$ cat config.mk
export PLATFORM = sky130hd
export DESIGN_NAME = seq_gen_arbiter
export DESIGN_NICKNAME = d
export VERILOG_FILES = /design/src/rtl/seq_pkg.sv /design/src/rtl/seq_table.sv /design/src/rtl/seq_gen_arbiter.sv
export SDC_FILE = /design/constraint.sdc
export NUM_CORES = 1
export LEC_CHECK = 0
export BUFFER_PORTS_ARGS = -buffer_cell sky130_fd_sc_hd__buf_2
export CORE_MARGIN = 8
export CORE_UTILIZATION = 55
export CTS_BUF_LIST = sky130_fd_sc_hd__clkbuf_16
export CTS_CLUSTER_SIZE = 24
export DETAILED_ROUTE_END_ITERATION = 12
export GPL_TIMING_DRIVEN = 0
export HOLD_SLACK_MARGIN = 0.05
export PLACE_DENSITY = 0.77
export SLEW_MARGIN = 40
export SYNTH_ARGS = -nofsm -noshare
export SYNTH_HDL_FRONTEND = slang
export SYNTH_SLANG_ARGS = --single-unit
$ cat constraint.sdc
create_clock -name clk -period 2.35 [get_ports clk]
set_input_delay 0.235 -clock clk [delete_from_list [all_inputs] [get_ports clk]]
set_output_delay 0.235 -clock clk [all_outputs]
set_load 0.01 [all_outputs]
$ cat src/rtl/seq_pkg.sv
// Shared definitions for the sequence engine: table depth, reset contents
// and the arbiter FSM state encoding.
package seq_pkg;

  localparam int SEQ_DEPTH = 8;
  localparam int SEQ_AW    = 3;

  // Reset table contents. Entry 0 sits in the low byte.
  localparam logic [SEQ_DEPTH-1:0][7:0] SEQ_INIT = {
    8'h8D, 8'h0B, 8'hE2, 8'hFF, 8'h78, 8'hE2, 8'hBC, 8'hAF
  };

  typedef enum logic {
    IDLE  = 1'b0,
    BURST = 1'b1
  } state_t;

endpackage

$ cat src/rtl/seq_table.sv
// Eight-entry sequence register file plus the shared sequence position.
// The read port always presents the entry at the current position, so a
// write committed on the same edge as a grant is visible in the first word.
module seq_table
  import seq_pkg::*;
#(
  parameter int DATA_W = 8
) (
  input  logic              clk,
  input  logic              reset_n,
  input  logic              we,
  input  logic [SEQ_AW-1:0] waddr,
  input  logic [DATA_W-1:0] wdata,
  input  logic              pos_clr,
  input  logic              pos_inc,
  output logic [SEQ_AW-1:0] pos,
  output logic [DATA_W-1:0] rd_data
);

  logic [DATA_W-1:0] mem_reg [SEQ_DEPTH];
  logic [SEQ_AW-1:0] pos_reg;

  // Table storage: reloads the initial sequence on reset, one write port.
  always_ff @(posedge clk or negedge reset_n) begin
    if (!reset_n) begin
      for (int i = 0; i < SEQ_DEPTH; i++) begin
        mem_reg[i] <= DATA_W'(SEQ_INIT[i]);
      end
    end else if (we) begin
      mem_reg[waddr] <= wdata;
    end
  end

  // Position counter: clear wins over increment; increment wraps 7 -> 0.
  always_ff @(posedge clk or negedge reset_n) begin
    if (!reset_n) begin
      pos_reg <= '0;
    end else if (pos_clr) begin
      pos_reg <= '0;
    end else if (pos_inc) begin
      pos_reg <= pos_reg + SEQ_AW'(1);
    end
  end

  assign pos     = pos_reg;
  assign rd_data = mem_reg[pos_reg];

endmodule

$ cat src/rtl/seq_gen_arbiter.sv
// Round-robin arbiter sharing one sequence table between requesters.
// A granted requester receives a burst of words over valid/ready; the
// table is only writable while no burst is in progress.
module seq_gen_arbiter
  import seq_pkg::*;
#(
  parameter  int NUM_REQ = 4,
  parameter  int DATA_W  = 8,
  parameter  int LEN_W   = 4,
  localparam int ID_W    = (NUM_REQ > 1) ? $clog2(NUM_REQ) : 1
) (
  input  logic                     clk,
  input  logic                     reset_n,
  input  logic [NUM_REQ-1:0]       req,
  input  logic [NUM_REQ*LEN_W-1:0] req_len,
  input  logic [NUM_REQ-1:0]       req_restart,
  output logic [NUM_REQ-1:0]       grant,
  output logic                     out_valid,
  input  logic                     out_ready,
  output logic [DATA_W-1:0]        out_data,
  output logic [ID_W-1:0]          out_id,
  output logic                     out_last,
  output logic                     done,
  input  logic                     cfg_we,
  input  logic [2:0]               cfg_addr,
  input  logic [DATA_W-1:0]        cfg_data,
  output logic                     cfg_busy
);

  state_t            state_reg, state_next;
  logic [ID_W-1:0]   rr_ptr_reg;
  logic [ID_W-1:0]   id_reg;
  logic [LEN_W:0]    remain_reg;   // one extra bit so a zero length means 2^LEN_W
  logic              done_reg;

  logic              pick_valid;
  logic [ID_W-1:0]   pick_id;
  logic [ID_W-1:0]   idx;
  logic [LEN_W-1:0]  pick_len;
  logic              busy;
  logic              take;
  logic              hs;
  logic              last_hs;
  logic [SEQ_AW-1:0] pos;
  logic [DATA_W-1:0] rd_data;

  // Round-robin pick: first pending request at or after rr_ptr, cyclically.
  always_comb begin
    pick_valid = 1'b0;
    pick_id    = '0;
    idx        = '0;
    for (int k = 0; k < NUM_REQ; k++) begin
      idx = ID_W'((int'(rr_ptr_reg) + k) % NUM_REQ);
      if (!pick_valid && req[idx]) begin
        pick_valid = 1'b1;
        pick_id    = idx;
      end
    end
  end

  assign pick_len = req_len[int'(pick_id)*LEN_W +: LEN_W];
  assign busy     = (state_reg == BURST);
  assign take     = (state_reg == IDLE) && pick_valid;
  assign hs       = busy && out_ready;
  assign last_hs  = hs && (remain_reg == (LEN_W+1)'(1));

  // FSM state register.
  always_ff @(posedge clk or negedge reset_n) begin
    if (!reset_n) begin
      state_reg <= IDLE;
    end else begin
      state_reg <= state_next;
    end
  end

  // FSM next state and burst-facing outputs.
  always_comb begin
    state_next = state_reg;
    grant      = '0;
    out_valid  = 1'b0;
    out_data   = '0;
    out_id     = '0;
    out_last   = 1'b0;
    cfg_busy   = 1'b0;
    case (state_reg)
      IDLE: begin
        if (pick_valid) state_next = BURST;
      end
      BURST: begin
        grant[id_reg] = 1'b1;
        out_valid     = 1'b1;
        out_data      = rd_data;
        out_id        = id_reg;
        out_last      = (remain_reg == (LEN_W+1)'(1));
        cfg_busy      = 1'b1;
        if (last_hs) state_next = IDLE;
      end
      default: state_next = IDLE;
    endcase
  end

  // Winner, round-robin pointer, remaining-word count and done pulse.
  always_ff @(posedge clk or negedge reset_n) begin
    if (!reset_n) begin
      id_reg     <= '0;
      rr_ptr_reg <= '0;
      remain_reg <= '0;
      done_reg   <= 1'b0;
    end else begin
      done_reg <= last_hs;
      if (take) begin
        id_reg     <= pick_id;
        rr_ptr_reg <= ID_W'((int'(pick_id) + 1) % NUM_REQ);
        remain_reg <= {(pick_len == '0), pick_len};
      end else if (hs) begin
        remain_reg <= remain_reg - (LEN_W+1)'(1);
      end
    end
  end

  assign done = done_reg;

  seq_table #(
    .DATA_W (DATA_W)
  ) u_table (
    .clk     (clk),
    .reset_n (reset_n),
    .we      (cfg_we && !busy),
    .waddr   (cfg_addr),
    .wdata   (cfg_data),
    .pos_clr (take && req_restart[pick_id]),
    .pos_inc (hs),
    .pos     (pos),
    .rd_data (rd_data)
  );

endmodule
==> flow_summary.json <==
{
  "die_width_um": 101.1,
  "first_global_vias": 2770,
  "drc": 0,
  "clockRootBuffer": "sky130_fd_sc_hd__clkbuf_16",
  "grt_setup_unrepaired": "false",
  "dr.first_iter.drc_count": 116,
  "min_period_ps": 2206,
  "die_area_um2": 10230,
  "relative_slew_slack": 0.4378,
  "grt_pass1_wl_um": 14220,
  "synth.largest_area_cell": "sky130_fd_sc_hd__dfrtp_1",
  "netlist.area_leader.share": 0.2512,
  "syn2layout_area_growth_pct": 19.25,
  "drive_gt1_frac": 0.5522,
  "routed_wl_um": 8657,
  "total_power_mw": 6.341,
  "antennaDiodeCount": 0,
  "layout.filler_cells": 554,
  "drt.antenna.violating_nets": 0,
  "floorplan.initialDensity": 0.5584,
  "crit_path_end_kind": "output pin",
  "timing.hold.ws_ps": 194.6,
  "synth_flop_cell": "sky130_fd_sc_hd__dfrtp_1",
  "skew_pair_late_insertion_delay_ps": 330,
  "critical_path.startpoint_type": "register",
  "synth.most_common_cell": "sky130_fd_sc_hd__mux2_2",
  "routedWlPerCell_um": 18.70,
  "r2r_setup_slack_ps": 470,
  "min_delay_worst_endpoint": "done",
  "dieHeight_um": 101.1,
  "cts_buffer_depth": 2,
  "place_hpwl_um": 6066,
  "worstPathArrival_ps": 1970,
  "globalRouteTotalUtil": 0.1807,
  "cellPowerDensity_nw_per_um2": 1334,
  "timing.setup.tns_ps": 0,
  "h-tree-depth": 3,
  "io_buffers": 55,
  "postSynthCellCount": 291,
  "max-cap-violations": 0,
  "placementRows": 31,
  "top_level_port_count": 57,
  "synth.avg_cell_area_um2": 13.69,
  "synth.cell_area_um2": 3985,
  "clk_pin_slew_worst_paths_ps": 60,
  "critPathRequiredTime_ps": 2120,
  "grt_overflow": 0,
  "fraction_of_the_cycle_the_final_worst_path_needs": 0.9387,
  "final-hold-violation-count": 0,
  "synth_common_cells": "57 x sky130_fd_sc_hd__mux2_2, 40 x sky130_fd_sc_hd__dfrtp_1, 38 x sky130_fd_sc_hd__dfstp_2, 20 x sky130_fd_sc_hd__nor2_1, 18 x sky130_fd_sc_hd__mux2i_1",
  "ir_worst_vdd_mv": 0.8167,
  "synth_cell_types": 46,
  "path_class": "reg -> out",
  "seq_area_frac_synth": 0.5017,
  "postSynthNetCount": 333,
  "antenna_found_initial": 0,
  "core_region_area_um2": 7137,
  "final-setup-viol-count": 0,
  "number_of_enable_flip_flop_cells_after_synthesis": 0,
  "yosys_register_bits": 78,
  "worst_slew_pin_slew_ps": 838.7,
  "gp_congestion": 0.8009,
  "r2r_end": "remain_reg[4]",
  "detail_route.vias_per_cell": 5.700,
  "grt_start_max_net_pins": 63,
  "status": "complete, no violations",
  "critical_path_peak_fanout": 10,
  "tritoncts.num_buffers": 9,
  "fmax_mhz": 453.3,
  "timing.final.max_slew_violations": 0,
  "design.final.nets": 401,
  "num_vias": 2639,
  "p_leak_nw": 2.145,
  "critical_hold_path_startpoint": "out_ready",
  "timing.hold.worst_path_depth": 2,
  "largest_register_ffs": 64,
  "synth_area_leaders": "sky130_fd_sc_hd__dfrtp_1 25%, sky130_fd_sc_hd__dfstp_2 25%, sky130_fd_sc_hd__mux2_2 16%, sky130_fd_sc_hd__mux4_2 9.0%, sky130_fd_sc_hd__mux2i_1 4.5%",
  "reg2regPathDepth": 8,
  "clock-skew-final_ps": 4.048,
  "postSynth.asyncResetShare": 1.000,
  "hold_class": "in -> reg",
  "detailedRoute.firstPassIterationCount": 4,
  "crit_reg_reg_startpoint": "rr_ptr_reg[0]",
  "clock_sink_count": 78,
  "ys_warn_count": 0,
  "clock_tree_from_tritoncts": "done"
}
routing by layer:
metal  global-route usage  routed length (µm)
met3              0.04489                 611
met2               0.2900                4102
met1               0.2277                3826
met4              0.07560                 116
met5                    0                   0
cells by family (layout without fill, tap and decap cells):
| logic type | count (synthesis) | after routing | share of synthesized area |
|---|---|---|---|
| DFF | 78 | 78 | 0.5017 |
| muxes | 102 | 102 | 0.3297 |
| buffers and inverters | 17 | 90 | 0.02072 |
| AOI/OAI and AO/OA | 27 | 27 | 0.04992 |
| xor gates and xnor gates | 4 | 4 | 0.008793 |
| and+or+nand+nor | 60 | 60 | 0.07975 |
| adders and majority gates | 3 | 3 | 0.009420 |
worst max-delay path, stage by stage, from the launching register on:
cell                       delay (ps)
sky130_fd_sc_hd__dfrtp_1          360
sky130_fd_sc_hd__clkbuf_2         290
sky130_fd_sc_hd__buf_4            280
sky130_fd_sc_hd__mux4_2           330
sky130_fd_sc_hd__mux2i_1          160
sky130_fd_sc_hd__nor2_1            60
sky130_fd_sc_hd__buf_2            170
power by group:
group | switching, mW | total [mW] | internal [mW]
clock network | 0.509 | 1.31 | 0.803
logic | 1.15 | 2.49 | 1.35
registers | 0.343 | 2.54 | 2.19
total | 2.00 | 6.34 | 4.34
final cells by class:
cell class	instances	area, µm²	share of cell area
Clock buffer	9	225.2	0.04739
Timing Repair Buffer	57	319.1	0.06714
Buffer	13	93.84	0.01975
Tap cell	99	123.9	0.02607
Multi-Input combinational cell	196	1921	0.4042
Sequential cell	78	1999	0.4207
Clock inverter	7	55.05	0.01159
Inverter	4	15.01	0.003160
metrics by stage:
step	worst slack, ps	utilization	cell area, µm²	cells
after floorplan	501.5	-	3985	291
after global placement	-51.99	0.6143	4384	445
after detailed placement	-136.1	0.6197	4423	446
after CTS	34.59	0.6623	4727	463
after global routing	8.114	0.6658	4752	463
final	144.1	0.6658	4752	463
placed cells by master, fill, tap and decap left out, types with 5 or more instances in the layout:
cell,instances
sky130_fd_sc_hd__a21oi_1,9
sky130_fd_sc_hd__and2_1,5
sky130_fd_sc_hd__mux4_2,16
sky130_fd_sc_hd__clkbuf_16,9
sky130_fd_sc_hd__dfrtp_1,40
sky130_fd_sc_hd__dfstp_2,38
sky130_fd_sc_hd__mux2_1,9
sky130_fd_sc_hd__mux2_2,57
sky130_fd_sc_hd__nand2_1,14
sky130_fd_sc_hd__nor2_1,18
sky130_fd_sc_hd__buf_2,55
sky130_fd_sc_hd__mux2i_1,18
repair_timing:
| item | 4_1_cts | 5_1_grt |
|---|---|---|
| buffers inserted | 0 | 0 |
| resized for setup | 6 | 4 |
| hold buffers | 1 | 0 |
| endpoints found under the hold margin | 46 | 0 |
| setup endpoints to repair | 8 | 8 |
worst max-delay path by stage:
stage | cells after the start | startpoint | to
final | 6 | u_table.pos[1] | out_data[6]
after global placement | 6 | u_table.pos[1] | out_data[6]
after global routing | 6 | u_table.pos[0] | out_data[0]
after floorplan | 5 | u_table.pos[0] | out_data[6]
after detailed placement | 6 | u_table.pos[1] | out_data[6]
after CTS | 6 | u_table.pos[0] | out_data[6]
(Power assumes the default switching activity.)
